## src/rtl/psram_xfer_sched.sv

```systemverilog
// -----------------------------------------------------------------------------
// psram_xfer_sched
//
// Scheduler in front of psram_core. Arbitrates between the config path
// (register-driven single transfers) and the bus path (memory transfers), then
// drives the single shared psram_core transfer port. After every transfer it
// inserts a programmable recovery gap before the next grant.
//
// Optional feature macro: PSRAM_SCHED_TIMEOUT_EN
//   Defined   : a transfer outstanding for TIMEOUT_CYC cycles is aborted, and
//               err_o pulses alongside the normal ack.
//   Undefined : no timeout counter is built, err_o is tied 0.
//
// Ports
//   clk_i         core clock
//   rst_i         synchronous active-high reset
//   cfg_req_i     config request level (held until cfg_ack_o)
//   cfg_wr_i      config direction, 1 = write
//   cfg_ack_o     one-cycle completion pulse to the config path
//   bus_req_i     bus request level (held until bus_ack_o)
//   bus_wr_i      bus direction, 1 = write
//   bus_ack_o     one-cycle completion pulse to the bus path
//   recy_i        recovery cycles after each transfer (sampled in DONE)
//   xfer_valid_o  transfer request to psram_core
//   xfer_rdwr_o   1 = read, 0 = write
//   xfer_sel_o    0 = bus path muxed to core, 1 = config path
//   xfer_ready_i  core completion pulse
//   busy_o        high in every state except IDLE
//   err_o         one-cycle timeout-abort pulse
//
// Handshake: xfer_valid_o rises one cycle after a grant and, together with
// xfer_sel_o/xfer_rdwr_o, stays stable until a cycle in which xfer_ready_i is
// sampled high while in XFER; the transfer completes on that edge. Requesters
// hold req high until they sample their ack pulse, and drop req on that edge.
// -----------------------------------------------------------------------------
module psram_xfer_sched #(
    parameter int TIMEOUT_CYC = 4096,
    parameter int CNT_WIDTH   = 13
) (
    input  logic       clk_i,
    input  logic       rst_i,
    input  logic       cfg_req_i,
    input  logic       cfg_wr_i,
    output logic       cfg_ack_o,
    input  logic       bus_req_i,
    input  logic       bus_wr_i,
    output logic       bus_ack_o,
    input  logic [7:0] recy_i,
    output logic       xfer_valid_o,
    output logic       xfer_rdwr_o,
    output logic       xfer_sel_o,
    input  logic       xfer_ready_i,
    output logic       busy_o,
    output logic       err_o
);

    typedef enum logic [1:0] {
        IDLE = 2'd0,
        XFER = 2'd1,
        DONE = 2'd2,
        RECY = 2'd3
    } state_t;

    // The timeout counter must be able to hold TIMEOUT_CYC-1.
    if (TIMEOUT_CYC >= (2 ** CNT_WIDTH)) begin : g_cnt_width_check
        $error("psram_xfer_sched: CNT_WIDTH too small for TIMEOUT_CYC");
    end

    state_t     state_q;
    logic       valid_q;
    logic       rdwr_q;
    logic       sel_q;
    logic       cfg_ack_q;
    logic       bus_ack_q;
    logic       last_cfg_q;   // 1 = config path won the most recent grant
    logic [7:0] recy_cnt_q;
    logic       grant_cfg;

`ifdef PSRAM_SCHED_TIMEOUT_EN
    localparam logic [CNT_WIDTH-1:0] TO_LAST = CNT_WIDTH'(TIMEOUT_CYC - 1);
    logic [CNT_WIDTH-1:0] to_cnt_q;
    logic                 err_q;
`endif

    // Config wins when it is the only requester, or when both request and
    // the bus path was granted last (round-robin).
    always_comb begin
        grant_cfg = cfg_req_i & (~bus_req_i | ~last_cfg_q);
    end

    always_ff @(posedge clk_i) begin
        if (rst_i) begin
            state_q    <= IDLE;
            valid_q    <= 1'b0;
            rdwr_q     <= 1'b0;
            sel_q      <= 1'b0;
            cfg_ack_q  <= 1'b0;
            bus_ack_q  <= 1'b0;
            last_cfg_q <= 1'b0;
            recy_cnt_q <= 8'd0;
`ifdef PSRAM_SCHED_TIMEOUT_EN
            to_cnt_q   <= '0;
            err_q      <= 1'b0;
`endif
        end else begin
            // Acks (and err) are single-cycle pulses raised only on XFER->DONE.
            cfg_ack_q <= 1'b0;
            bus_ack_q <= 1'b0;
`ifdef PSRAM_SCHED_TIMEOUT_EN
            err_q     <= 1'b0;
`endif
            case (state_q)
                IDLE: begin
                    if (cfg_req_i || bus_req_i) begin
                        state_q    <= XFER;
                        valid_q    <= 1'b1;
                        sel_q      <= grant_cfg;
                        rdwr_q     <= grant_cfg ? ~cfg_wr_i : ~bus_wr_i;
                        last_cfg_q <= grant_cfg;
`ifdef PSRAM_SCHED_TIMEOUT_EN
                        to_cnt_q   <= '0;
`endif
                    end
                end
                XFER: begin
                    if (xfer_ready_i) begin
                        state_q   <= DONE;
                        valid_q   <= 1'b0;
                        cfg_ack_q <= sel_q;
                        bus_ack_q <= ~sel_q;
                    end
`ifdef PSRAM_SCHED_TIMEOUT_EN
                    // Ready in the limit cycle is a normal completion.
                    else if (to_cnt_q == TO_LAST) begin
                        state_q   <= DONE;
                        valid_q   <= 1'b0;
                        cfg_ack_q <= sel_q;
                        bus_ack_q <= ~sel_q;
                        err_q     <= 1'b1;
                    end else begin
                        to_cnt_q <= to_cnt_q + 1'b1;
                    end
`endif
                end
                DONE: begin
                    // recy_i is captured here only; later changes are ignored.
                    recy_cnt_q <= recy_i;
                    state_q    <= (recy_i != 8'd0) ? RECY : IDLE;
                end
                RECY: begin
                    // Loaded with N, leaves after the cycle it reads 1: N cycles.
                    if (recy_cnt_q == 8'd1) begin
                        state_q <= IDLE;
                    end else begin
                        recy_cnt_q <= recy_cnt_q - 8'd1;
                    end
                end
                default: begin
                    state_q <= IDLE;
                    valid_q <= 1'b0;
                end
            endcase
        end
    end

    assign xfer_valid_o = valid_q;
    assign xfer_rdwr_o  = rdwr_q;
    assign xfer_sel_o   = sel_q;
    assign cfg_ack_o    = cfg_ack_q;
    assign bus_ack_o    = bus_ack_q;
    assign busy_o       = (state_q != IDLE);

`ifdef PSRAM_SCHED_TIMEOUT_EN
    assign err_o = err_q;
`else
    assign err_o = 1'b0;
`endif

endmodule

```

## config.mk

```make
export PLATFORM = sky130hd
export DESIGN_NAME = psram_xfer_sched
export DESIGN_NICKNAME = d
export VERILOG_FILES = /design/src/rtl/psram_xfer_sched.sv
export SDC_FILE = /design/constraint.sdc
export NUM_CORES = 1
export LEC_CHECK = 0
export BUFFER_PORTS_ARGS = -buffer_cell sky130_fd_sc_hd__buf_2
export CELL_PAD_IN_SITES_DETAIL_PLACEMENT = 0
export CELL_PAD_IN_SITES_GLOBAL_PLACEMENT = 1
export CORE_UTILIZATION = 36
export CTS_CLUSTER_DIAMETER = 80
export DETAILED_ROUTE_END_ITERATION = 6
export PLACE_DENSITY = 0.84
export SYNTH_ARGS = -nofsm -noshare
export SYNTH_HDL_FRONTEND = slang
export SYNTH_SLANG_ARGS = --single-unit
```

## constraint.sdc

```tcl
create_clock -name clk_i -period 2.05 [get_ports clk_i]
set_input_delay 0.615 -clock clk_i [delete_from_list [all_inputs] [get_ports clk_i]]
set_output_delay 0.615 -clock clk_i [all_outputs]
set_load 0.03 [all_outputs]
```

==> flow_summary.html <==
<table>
<tr><th>Metric</th><th>Value</th></tr>
<tr><th colspan="2">Outcome</th></tr>
<tr><td>Result of the run</td><td>finished clean</td></tr>
<tr><th colspan="2">Clock network</th></tr>
<tr><td>Number of setup buffers added after CTS</td><td>0</td></tr>
<tr><td>CTS clock-pin slew for the worst setup and hold paths</td><td>roughly 90 ps</td></tr>
<tr><td>CTS tree</td><td>yes</td></tr>
<tr><td>Number of buffers on the longest clock path</td><td>2</td></tr>
<tr><td>Clock tree root buffer cell</td><td>clkbuf_4</td></tr>
<tr><td># H-tree levels</td><td>1</td></tr>
<tr><td>Clock sink count</td><td>15</td></tr>
<tr><td>Cts hold-fix bufs</td><td>0</td></tr>
<tr><td>TritonCTS Buffers</td><td>3</td></tr>
<tr><td>Skew-Pair Late Insertion Delay</td><td>between 200 and 300 ps</td></tr>
<tr><td>Post-cts sizing count</td><td>0</td></tr>
<tr><th colspan="2">Critical path</th></tr>
<tr><td>Capture point of the worst path</td><td>busy_o</td></tr>
<tr><td>Data arrival time of the critical path</td><td>roughly 1300 ps</td></tr>
<tr><td>Number of cells on the worst reg-to-reg path</td><td>5</td></tr>
<tr><td>Required time of the critical path</td><td>roughly 1400 ps</td></tr>
<tr><td>WS Path Type</td><td>flop to output pin</td></tr>
<tr><td>Worst setup EP type</td><td>output pin</td></tr>
<tr><td>RR Endpoint</td><td>recy_cnt_q[0]$_SDFFE_PP0P_</td></tr>
<tr><td>Worst reg2reg startpoint</td><td>recy_cnt_q[0]$_SDFFE_PP0P_</td></tr>
<tr><td>Origin of the worst setup path</td><td>state_q[0]$_SDFFE_PP0P_</td></tr>
<tr><td>Setup slack, reg-to-reg</td><td>220 ps</td></tr>
<tr><td>Critical Path Fanout Max</td><td>11</td></tr>
<tr><td>Critical Path Start Type</td><td>flop</td></tr>
<tr><th colspan="2">Synthesis</th></tr>
<tr><td>Sequential element share of the synthesized area</td><td>35.3%</td></tr>
<tr><td>Combined area of all synthesized cells</td><td>roughly 850 um^2</td></tr>
<tr><td>Yosys Warn Count</td><td>0</td></tr>
<tr><td>Mean post-synth cell area</td><td>8.03 um^2</td></tr>
<tr><td>Number of synthesized flops with an enable pin</td><td>0</td></tr>
<tr><td>Post-Syn Nets</td><td>123</td></tr>
<tr><td>Post-synth top flop</td><td>dfxtp_1</td></tr>
<tr><td>Post-synthesis cell count</td><td>106</td></tr>
<tr><td>Async set or reset register ratio after synthesis</td><td>0%</td></tr>
<tr><td>#FFs+latches synth</td><td>15</td></tr>
<tr><td>Number of distinct library cells after synthesis</td><td>39</td></tr>
<tr><th colspan="2">Drt</th></tr>
<tr><td>Amount of wire on met3 after detailed routing</td><td>around 200 um</td></tr>
<tr><td>Metal1 wirelength</td><td>roughly 970 um</td></tr>
<tr><td>Final Routed Wirelength</td><td>about 2200 um</td></tr>
<tr><td>First-iteration detailed-routing DRC count</td><td>28</td></tr>
<tr><td>Routed vias</td><td>902</td></tr>
<tr><td>Number of search-and-repair iterations in the first detailed-routing pass</td><td>4</td></tr>
<tr><td>Number of nets still failing antenna checks after routing</td><td>0</td></tr>
<tr><td>WL per Instance</td><td>13.8 um</td></tr>
<tr><td>DRC violations left</td><td>0</td></tr>
<tr><td>Vias per cell</td><td>5.78</td></tr>
<tr><td>Routed wire length on met2</td><td>roughly 960 um</td></tr>
<tr><td>Uppermost routed layer</td><td>met4</td></tr>
<tr><th colspan="2">Run</th></tr>
<tr><td>Max-cap check violation count</td><td>0</td></tr>
<tr><th colspan="2">Power</th></tr>
<tr><td>Switching Share</td><td>36.0%</td></tr>
<tr><td>Clock power share</td><td>22.7%</td></tr>
<tr><td>Net Sw Power</td><td>0.000274 W</td></tr>
<tr><td>Leakage power of the design</td><td>0.400 nW</td></tr>
<tr><td>Internal power</td><td>0.000487 W</td></tr>
<tr><td>Pwr/cell area</td><td>around 750 mW/mm^2</td></tr>
<tr><td>Combinational power share</td><td>30.9%</td></tr>
<tr><td>Peak VDD IR</td><td>0.325 mV</td></tr>
<tr><td>Portion of total power attributed to sequential cells</td><td>a little under half</td></tr>
<tr><th colspan="2">Die</th></tr>
<tr><td>Die area</td><td>0.00256 mm^2</td></tr>
<tr><td>Core Footprint</td><td>0.00221 mm^2</td></tr>
<tr><td>Starting density of the core</td><td>between 30% and 40%</td></tr>
<tr><td>I/O pin cnt</td><td>22</td></tr>
<tr><td>Vert. Die Dim</td><td>50.6 um</td></tr>
<tr><td>Die width</td><td>50.6 um</td></tr>
<tr><td>Number of placement rows</td><td>17</td></tr>
<tr><th colspan="2">Timing</th></tr>
<tr><td>RSZ-0062 raised after global routing</td><td>no</td></tr>
<tr><td>Endpoints failing hold</td><td>0</td></tr>
<tr><td>Clock period minus final worst setup slack</td><td>1860 ps</td></tr>
<tr><td>Post-route clock skew</td><td>0.759 ps</td></tr>
<tr><td>Min Hold Slack</td><td>approximately 480 ps</td></tr>
<tr><td>Fin Setup TNS</td><td>0 ps</td></tr>
<tr><td>Final setup vio count</td><td>0</td></tr>
<tr><td>Final max-slew violation count</td><td>0</td></tr>
<tr><td>Fin crit share</td><td>90.9%</td></tr>
<tr><td>Peak Freq</td><td>~540 MHz</td></tr>
<tr><th colspan="2">Layout</th></tr>
<tr><td>Share of cells above drive strength 1</td><td>25.8%</td></tr>
<tr><td>Leading cell type in the layout, fill and taps excluded</td><td>buf_2</td></tr>
<tr><td>Post-route cell area</td><td>slightly above 0.001 mm^2</td></tr>
<tr><td>Diodes inserted</td><td>0</td></tr>
<tr><td>Area growth from synthesis to layout</td><td>18.8%</td></tr>
<tr><td>Nets@finish</td><td>146</td></tr>
<tr><td>Count of placed standard cells in the final layout, fillers left out</td><td>156</td></tr>
<tr><td>Most used cells in the layout excluding fill and tap cells</td><td>buf_2 (20), dfxtp_1 (15), nor2_1 (13), nand2_1 (9), a21oi_1 (8)</td></tr>
<tr><th colspan="2">Place</th></tr>
<tr><td>GPL Wtd Cong</td><td>between 0.8 and 0.9</td></tr>
<tr><td>Placement-stage cell area</td><td>roughly 980 um^2</td></tr>
<tr><td>Number of buffers inserted by port buffering</td><td>20</td></tr>
<tr><td>Hpwl dp</td><td>1590 um</td></tr>
<tr><td>Cell count after placement</td><td>152</td></tr>
<tr><th colspan="2">Global routing</th></tr>
<tr><td>First-pass GRT wire length</td><td>3550 um</td></tr>
<tr><td>Via count of the first global-routing pass</td><td>820</td></tr>
<tr><td>Pin count of the biggest net entering global routing</td><td>18</td></tr>
<tr><td>Number of antenna violations at the first check in global routing</td><td>0</td></tr>
<tr><td>GRT Overall Usage</td><td>18.6%</td></tr>
<tr><td>Total global routing overflow</td><td>0</td></tr>
<tr><th colspan="2">Worst hold path</th></tr>
<tr><td>Kind of path behind the tightest hold check</td><td>flop to flop</td></tr>
</table>
## final cells by class
class	count	area, um^2
clock buffer	4	26.3
multi-input combinational	80	504
inverter	6	22.5
sequential	15	300
timing repair buffer	23	123
tap	28	35.0
fill	232	1200
## cell usage after synthesis, types with 2 or more instances
cell | instances | area share, %
ha_1 | 2 | 2.9
inv_1 | 6 | 2.6
nand3_1 | 2 | 1.2
nor3_1 | 3 | 1.8
a31oi_1 | 3 | 2.2
clkbuf_1 | 3 | 1.3
mux2i_1 | 2 | 2.4
a21oi_1 | 8 | 4.7
nor4_1 | 3 | 2.2
a31o_2 | 2 | 2.1
nand4_1 | 3 | 2.2
nor2_1 | 13 | 5.7
dfxtp_1 | 15 | 35
a211oi_1 | 2 | 1.8
nand2_1 | 9 | 4.0
or3_2 | 2 | 1.8
o21ai_0 | 6 | 3.5
## worst min path at each step
| stage | start | to | slack, ps | cells past startpoint |
|---|---|---|---|---|
| global placement | xfer_valid_o$_SDFFE_PP0P_ | xfer_valid_o$_SDFFE_PP0P_ | 460 | 2 |
| floorplan | recy_cnt_q[1]$_SDFFE_PP0P_ | recy_cnt_q[1]$_SDFFE_PP0P_ | 460 | 2 |
| detailed placement | xfer_valid_o$_SDFFE_PP0P_ | xfer_valid_o$_SDFFE_PP0P_ | 470 | 2 |
| finish | xfer_valid_o$_SDFFE_PP0P_ | xfer_valid_o$_SDFFE_PP0P_ | 480 | 2 |
| global route | xfer_valid_o$_SDFFE_PP0P_ | xfer_valid_o$_SDFFE_PP0P_ | 520 | 2 |
| CTS | xfer_valid_o$_SDFFE_PP0P_ | xfer_valid_o$_SDFFE_PP0P_ | 480 | 2 |
## power groups by stage
stage / Sequential (W) / Clock (W) / Combinational (W)
after floorplan: 0.000364 / 0 / 0.000154
after global placement: 0.000357 / 0 / 0.000229
after detailed placement: 0.000358 / 0 / 0.000232
after CTS: 0.000351 / 0.000178 / 0.000232
after global routing: 0.000357 / 0.000193 / 0.000258
final: 0.000353 / 0.000173 / 0.000235
## through the flow
stage,util (%),worst slack [ps],power (W)
after CTS,45.7,205,0.000761
after detailed placement,44.5,238,0.000590
after global routing,45.7,100,0.000808
after floorplan,-,394,0.000517
after global placement,44.5,295,0.000586
final,45.7,187,0.000760
## worst max-delay path, stage by stage (launching register included)
cell and delay [ps]:
dfxtp_1 570, nor2_1 140, inv_1 70, buf_2 190
## sequential cells by signal, indices dropped and copies added, names as in the netlist
name / cells
cfg_ack_o: 1
state_q: 2
bus_ack_o: 1
recy_cnt_q: 8
xfer_rdwr_o: 1
last_cfg_q: 1
xfer_valid_o: 1
## logic make-up after synthesis
kind of cell / count (synthesis) / share of synthesized area, %
compound gates: 32 / 26.8
fa+ha+maj: 2 / 2.94
buf+inv: 11 / 5.44
flops: 15 / 35.3
mux: 2 / 2.35
other cells: 1 / 0.441
simple gates: 43 / 26.8
## routing by layer
metal / vias to the layer above / track usage (%)
met3: 5 / 5.45
met1: 417 / 24.1
li1: 437 / -
met2: 43 / 27.1
met5: - / 0
met4: 0 / 10.6
Power figures use the tool's default switching activity.
